**config.mk**
```make
export PLATFORM = sky130hd
export DESIGN_NAME = sum_uart_tx
export DESIGN_NICKNAME = d
export VERILOG_FILES = /design/src/rtl/sum_uart_tx.sv
export SDC_FILE = /design/constraint.sdc
export NUM_CORES = 1
export LEC_CHECK = 0
export ABC_AREA = 0
export BUFFER_PORTS_ARGS = -buffer_cell sky130_fd_sc_hd__buf_4
export CAP_MARGIN = 20
export CORE_ASPECT_RATIO = 0.9
export CORE_UTILIZATION = 45
export CTS_CLUSTER_SIZE = 10
export DETAILED_ROUTE_END_ITERATION = 7
export HOLD_SLACK_MARGIN = 0.02
export PLACE_DENSITY_LB_ADDON = 0.2
export SETUP_SLACK_MARGIN = 0.15
export SLEW_MARGIN = 40
export SYNTH_ARGS = -nofsm -noshare
export SYNTH_HDL_FRONTEND = slang
export SYNTH_SLANG_ARGS = --single-unit
```
**constraint.sdc**
```tcl
create_clock -name sys_clk -period 3 [get_ports sys_clk]
set_clock_uncertainty 0.05 [all_clocks]
set_input_delay 0.3 -clock sys_clk [delete_from_list [all_inputs] [get_ports sys_clk]]
set_output_delay 0.3 -clock sys_clk [all_outputs]
set_load 0.02 [all_outputs]
```
**src/rtl/sum_uart_tx.sv**
```systemverilog
// Buffered 8N1 UART transmitter: a byte FIFO fed by the column-sum strobe
// stream and drained one frame at a time onto the serial line.
module sum_uart_tx #(
  parameter int unsigned CLK_FREQ   = 50_000_000,
  parameter int unsigned BAUD       = 9600,
  parameter int unsigned FIFO_DEPTH = 8
) (
  input  logic       sys_clk,
  input  logic       sys_rst,
  input  logic       pi_flag,
  input  logic [7:0] pi_data,
  output logic       tx,
  output logic       busy,
  output logic       ovf_flag
);

  localparam int unsigned BAUD_CNT_MAX = CLK_FREQ / BAUD;
  localparam int unsigned CW           = $clog2(BAUD_CNT_MAX);
  localparam int unsigned AW           = $clog2(FIFO_DEPTH);
  localparam int unsigned CNTW         = AW + 1;

  localparam logic [CW-1:0]   BAUD_LAST = CW'(BAUD_CNT_MAX - 1);
  localparam logic [CNTW-1:0] FULL_CNT  = CNTW'(FIFO_DEPTH);

  typedef enum logic [1:0] {
    IDLE  = 2'd0,
    START = 2'd1,
    DATA  = 2'd2,
    STOP  = 2'd3
  } state_t;

  state_t          r_state;
  logic [CW-1:0]   r_baud_cnt;
  logic [2:0]      r_bit_idx;
  logic [7:0]      r_shift;
  logic            r_tx;
  logic            r_busy;
  logic            r_ovf;

  logic [7:0]      r_mem [FIFO_DEPTH];
  logic [AW-1:0]   r_wr_ptr;
  logic [AW-1:0]   r_rd_ptr;
  logic [CNTW-1:0] r_count;

  logic w_bit_end;
  logic w_full;
  logic w_nonempty;
  logic w_push;
  logic w_pop;

  // Fullness is judged on the pre-edge count, so a same-cycle pop never
  // rescues a push into a full FIFO.
  always_comb begin
    w_bit_end  = (r_baud_cnt == BAUD_LAST);
    w_full     = (r_count == FULL_CNT);
    w_nonempty = (r_count != '0);
    w_push     = pi_flag && !w_full;
    w_pop      = w_nonempty &&
                 ((r_state == IDLE) || ((r_state == STOP) && w_bit_end));
  end

  always_ff @(posedge sys_clk) begin
    if (!sys_rst && w_push) begin
      r_mem[r_wr_ptr] <= pi_data;
    end
  end

  always_ff @(posedge sys_clk) begin
    if (sys_rst) begin
      r_wr_ptr <= '0;
      r_rd_ptr <= '0;
      r_count  <= '0;
      r_ovf    <= 1'b0;
    end else begin
      r_ovf <= pi_flag && w_full;
      if (w_push) begin
        r_wr_ptr <= r_wr_ptr + 1'b1;
      end
      if (w_pop) begin
        r_rd_ptr <= r_rd_ptr + 1'b1;
      end
      if (w_push && !w_pop) begin
        r_count <= r_count + 1'b1;
      end else if (!w_push && w_pop) begin
        r_count <= r_count - 1'b1;
      end
    end
  end

  // tx and busy are set from the state being entered, so both line up with
  // the edge that begins or ends a frame.
  always_ff @(posedge sys_clk) begin
    if (sys_rst) begin
      r_state    <= IDLE;
      r_baud_cnt <= '0;
      r_bit_idx  <= '0;
      r_shift    <= '0;
      r_tx       <= 1'b1;
      r_busy     <= 1'b0;
    end else begin
      unique case (r_state)
        IDLE: begin
          r_baud_cnt <= '0;
          r_bit_idx  <= '0;
          if (w_pop) begin
            r_shift <= r_mem[r_rd_ptr];
            r_state <= START;
            r_tx    <= 1'b0;
            r_busy  <= 1'b1;
          end else begin
            r_tx   <= 1'b1;
            r_busy <= 1'b0;
          end
        end

        START: begin
          if (w_bit_end) begin
            r_baud_cnt <= '0;
            r_bit_idx  <= '0;
            r_state    <= DATA;
            r_tx       <= r_shift[0];
          end else begin
            r_baud_cnt <= r_baud_cnt + 1'b1;
          end
        end

        DATA: begin
          if (w_bit_end) begin
            r_baud_cnt <= '0;
            if (r_bit_idx == 3'd7) begin
              r_state <= STOP;
              r_tx    <= 1'b1;
            end else begin
              r_bit_idx <= r_bit_idx + 3'd1;
              r_tx      <= r_shift[r_bit_idx + 3'd1];
            end
          end else begin
            r_baud_cnt <= r_baud_cnt + 1'b1;
          end
        end

        STOP: begin
          if (w_bit_end) begin
            r_baud_cnt <= '0;
            r_bit_idx  <= '0;
            if (w_pop) begin
              r_shift <= r_mem[r_rd_ptr];
              r_state <= START;
              r_tx    <= 1'b0;
            end else begin
              r_state <= IDLE;
              r_tx    <= 1'b1;
              r_busy  <= 1'b0;
            end
          end else begin
            r_baud_cnt <= r_baud_cnt + 1'b1;
          end
        end

        default: begin
          r_state <= IDLE;
          r_tx    <= 1'b1;
          r_busy  <= 1'b0;
        end
      endcase
    end
  end

  assign tx       = r_tx;
  assign busy     = r_busy;
  assign ovf_flag = r_ovf;

endmodule

```
# After elaboration in Yosys (flattened, before gate mapping)

Memories as Yosys holds them, arrays and structs flattened. A register that Yosys moved wholly into a read port is not among the register bits.
Cells that the tools add are included.

Register bits: 39
Bits in writable memories: 64
Memories kept: 1

Memories:

| name  | words | bits a word | rd ports | clocked after memory_dff | write ports | RTL line | source |
|---|---|---|---|---|---|---|---|
| r_mem | 8     | 8           | 1        | 1                        | 1           | 40       | `logic [7:0] r_mem [FIFO_DEPTH];` |

Add/sub/neg operators: 6
Magnitude comparators: 1
Equality and inequality tests: 14
Mux-type cells: 34
Reductions and logical operators: 23

Operator list:

| kind                                               | number |
|---|---|
| case mux 13 bit (2 select lines)                   | 1 |
| two-way mux 8 bit                                  | 2 |
| case mux 8 bit (2 select lines)                    | 1 |
| two-way mux 3 bit                                  | 5 |
| inequality test 2 bit, second input constant       | 7 |
| adder 13 x 1 -> 13 bit, second input constant      | 1 |
| equality test 13 bit, second input constant        | 1 |
| two-way mux 13 bit                                 | 1 |
| two-way mux 1 bit                                  | 12 |
| two-way mux 2 bit                                  | 5 |
| adder 3 x 1 -> 3 bit, second input constant        | 3 |
| case mux 3 bit (3 select lines)                    | 1 |
| AND reduction 3 bit                                | 3 |
| two-way mux 4 bit                                  | 2 |
| case mux 2 bit (4 select lines)                    | 1 |
| logical AND 1 bit                                  | 7 |
| AND reduction 5 bit                                | 1 |
| adder 4 x 1 -> 4 bit, second input constant        | 1 |
| equality test 2 bit, second input constant         | 2 |
| equality test 4 bit, second input constant         | 1 |
| logical NOT 1 bit                                  | 4 |
| < comparator 3 x 4 -> 1 bit, second input constant | 1 |
| case mux 1 bit (4 select lines)                    | 1 |
| nonzero test 2 bit                                 | 2 |
| other kinds (12)                                   | 12 |

# Depth between registers and ports, before layout

Depth after elaboration: 7
Mapped depth: 13
Gate-level depth less buffers: 13

# Least setup slack after synthesis

No wires, ideal clock.

Kind: flip-flop to flip-flop
Start: reg r_baud_cnt[0]
End: reg r_count[3]
Arrival: 2603 ps
Required time: 2879 ps
Setup slack: 276 ps
Stages on the path, launching flop included: 14
Clock period less this slack: 2724 ps
Cells stage by stage: dfxtp_1 > ha_1 > and4_1 > a41oi_1 > nor2_1 > inv_1 > ha_1 > inv_1 > ha_1 > a21o_1 > a21oi_1 > xnor2_1 > or3_1 > a21oi_1

Longest elaborated chain between the ends: 7

RTL lines:

| element                                                        | RTL line | source |
|---|---|---|
| start, declared                                                | 33       | `logic [CW-1:0] r_baud_cnt;` |
| start signal, assigned                                         | 123      | `r_baud_cnt <= r_baud_cnt + 1'b1;` |
| start signal, assigned                                         | 138      | `r_baud_cnt <= r_baud_cnt + 1'b1;` |
| start signal, assigned                                         | 156      | `r_baud_cnt <= r_baud_cnt + 1'b1;` |
| equality test 13 bit *                                         | 54       | `w_bit_end = (r_baud_cnt == BAUD_LAST);` |
| logical AND 1 bit *                                            | 59       | `((r_state == IDLE) \|\| ((r_state == STOP) && w_bit_end));` |
| logical OR 1 bit *                                             | 59       |  |
| logical AND 1 bit *                                            | 58       | `w_pop = w_nonempty &&` |
| logical NOT 1 bit                                              | 82       | `if (w_push && !w_pop) begin` |
| logical AND 1 bit                                              | 82       |  |
| two-way mux 4 bit / nonzero test 2 bit (equally long branches) | --       |  |
| end signal, assigned                                           | 83       | `r_count <= r_count + 1'b1;` |
| end signal, assigned                                           | 85       | `r_count <= r_count - 1'b1;` |
| end, declared                                                  | 43       | `logic [CNTW-1:0] r_count;` |

Mark *: on every way between the ends. The rest lies on a longest branch, timed or not.
A chain may end at the register's enable or synchronous reset.

# Worst setup path in the final report

Same ends and word-level chain as after synthesis.

==> run summary <==
Status = complete, no violations
Final HPWL DP = 4.847 mm
TNS Setup = 0 ns
Sw frac = 32.18%
Dpl cells = 445
Area Overhead vs Synth = 12.76%
Buffers on Ports = 13
Power share of the sequential group = 47.1%
Combinational power share = 31.5%
Post-route ant nets = 0
Endpoint class of the critical path = flop
Internal = 2.639 mW
Post-synth EDFFs = 64
Die area = 10200 um2
Vias per inst = 5.271
Fin crit share = 89.73%
Met3 WL = 233 um
Share of post-route cells with drive strength above 1 = 24.20%
Dominant synthesized flop cell = edfxtp_1
Commonest cells in the netlist = edfxtp_1, nor2_1, dfxtp_1, mux4_2
DR WL met2 = 3.770 mm
Sink Count = 106
Final WL = 7.787 mm
RSZ-0062 raised after global routing = false
R2R Setup Slk = 0.31 ns
Yosys warnings = 0
Overall Global Routing Usage = 16.91%
Non-filler cells, final = 465
Nets = 363
CP max FO = 4
Mapped Avg Cell Area = 14.32 um2
Max-slew violation count = 0
Final Wtd Congestion = 0.7731
Worst slew pin tran = 0.8210 ns
DRC = 0
CTS tree = yes
Initial core utilization = 47.28%
DRT met1 WL = 3.683 mm
Area of the mapped netlist = 4412 um2
Net Switching = 1.253 mW
Skew-Pair Late Insertion Delay = 0.37 ns
Sequential-to-total area share from yosys stat = 62.62%
Largest net degree at the start of global routing = 33
Wire length per cell = 16.75 um
Uppermost layer routed = met4
Filler cells = 811
Cells after Synth = 308
First-pass GRT wire length = 12.43 mm
Site Rows = 33
H-tree levels = 3
Synth area leaders = edfxtp_1, dfxtp_1, mux4_2
CP arrival = 2.94 ns
Max IR drop VDD = 0.4410 mV
Max cap viols = 0
CTS buffer count = 9
Relative slew margins = 45.19%
Final hold violations = 0
Synthesized net count = 333
# setup viols final = 0
Die width = 106.4 um
Fmax = 371.5 MHz
Aggregate global routing overflow = 0
Yosys reg bits = 106
Initial antenna violation count = 0
Count leader, synth = edfxtp_1
Crit path required time = 3.25 ns
Tmin final = 2.692 ns
CTS clk-pin slew, worst paths = 0.11 ns
Synth area leader = edfxtp_1
DR vias = 2451
Vias in the first global route = 2386
Setup CP Type = flop to flop
IO Pins = 14
Drt initial violations = 157
Startpoint types = flop
Die Ht = 95.94 um
Root Buffer = clkbuf_8
CTS Buffer Depth = 2
# hold bufs at CTS = 0
Core area = 9331 um2
HP Class = primary input to flop
FFs w/ async S/R, synth = 0%
Diode count = 0
P_leak = 1.701 nW
Distinct cell type count after synthesis = 47
Drt pass-1 iters = 4
Cell Pwr Density = 782.3 nW/um2
Clock power share = 21.4%
Yosys top cell area share = 43.56%
==> power by group through the flow <==
stage                     clock, mW  combinational [mW]  sequential, mW
after floorplan                   0               0.957            1.81
after global placement            0                1.14            1.86
after detailed placement          0                1.16            1.86
after CTS                     0.864                1.17            1.83
after global routing          0.918                1.36            1.86
final                         0.834                1.22            1.83
==> placed cells by master, fill, tap and decap left out, types with 4 or more instances in the layout <==
master,instances
nand3_1,6
nand2b_1,4
clkbuf_8,10
xor2_1,7
nor2_1,47
mux4_2,17
dfxtp_2,5
xnor2_1,11
nand2_1,5
dfxtp_1,37
inv_1,5
buf_4,30
and3_1,4
edfxtp_1,64
nor3_1,5
a21oi_1,7
a211oi_1,8
mux2i_1,13
ha_1,11
==> cell families after synthesis <==
| kind of cell | Yosys count | share of synthesized area, % |
|---|---|---|
| buf+inv | 17 | 1.701 |
| xor+xnor | 18 | 3.573 |
| fa+ha+maj | 14 | 4.141 |
| simple gates | 92 | 11.23 |
| compound gates | 30 | 4.850 |
| mux | 31 | 11.88 |
| flops | 106 | 62.62 |
==> per-layer routing <==
metal / global-route usage, % / up-vias
met5: 0 / -
met4: 5.903 / 0
met3: 4.469 / 7
met2: 27.65 / 33
met1: 21.96 / 1199
li1: - / 1212
==> sequential cells by signal, indices dropped and copies added (netlist names), named ones only <==
register and flops:
r_wr_ptr 3, r_count 4, r_bit_idx 3, r_shift 8
r_rd_ptr 3, ovf_flag 1, r_state 2, tx 1
r_mem 64, busy 1, r_baud_cnt 13
==> final timing paths <==
kind / startpoint / to / depth (start not counted)
setup / recovery: r_baud_cnt[0]$_SDFF_PP0_ / r_count[3]$_SDFFE_PP0P_ / 13
hold / removal: pi_data[1] / r_mem[6][1]$_DFFE_PP_ / 1
setup reg to reg: r_baud_cnt[0]$_SDFF_PP0_ / r_count[3]$_SDFFE_PP0P_ / 13
hold reg to reg: r_baud_cnt[0]$_SDFF_PP0_ / r_baud_cnt[0]$_SDFF_PP0_ / 1
==> final cells by class <==
type | instances | area [um2] | share of cell area, %
flip-flops and latches | 106 | 2769 | 55.66
multi-input cells | 185 | 1614 | 32.44
repair buffers | 30 | 225.2 | 4.527
well taps | 122 | 152.6 | 3.068
clock buffers | 11 | 141.4 | 2.842
clock inverters | 5 | 50.05 | 1.006
inverters | 6 | 22.52 | 0.4527
==> critical path, stage by stage (launching register included) <==
cell,delay [ns]
dfxtp_1,0.38
ha_1,0.19
and4_4,0.27
a41oi_4,0.12
nor2_4,0.15
inv_1,0.08
ha_2,0.21
inv_2,0.07
ha_1,0.23
a21o_1,0.17
a21oi_1,0.16
xnor2_1,0.09
or3_1,0.31
a21oi_1,0.14
==> repair_timing <==
| item | CTS | global route |
|---|---|---|
| buffers inserted | 0 | 4 |
| pin swaps | 0 | 4 |
| gates resized for setup | 2 | 13 |
| endpoints found under the hold margin | 0 | 0 |
| endpoints found under the setup margin | 1 | 1 |
==> metrics by stage <==
stage / setup slack, ns / hold WS [ns] / power (mW) / utilization [%] / area [um2]
global placement: 0.2293 / 0.3800 / 2.998 / 50.44 / 4707
finish: 0.3080 / 0.09973 / 3.892 / 53.31 / 4975
floorplan: 0.2762 / 0.3489 / 2.766 / - / 4412
detailed placement: 0.1027 / 0.3861 / 3.020 / 50.44 / 4707
global route: 0.1538 / 0.08901 / 4.137 / 53.31 / 4975
CTS: 0.1646 / 0.07912 / 3.866 / 52.60 / 4908
No activity file was read; power rests on OpenSTA's default activity.
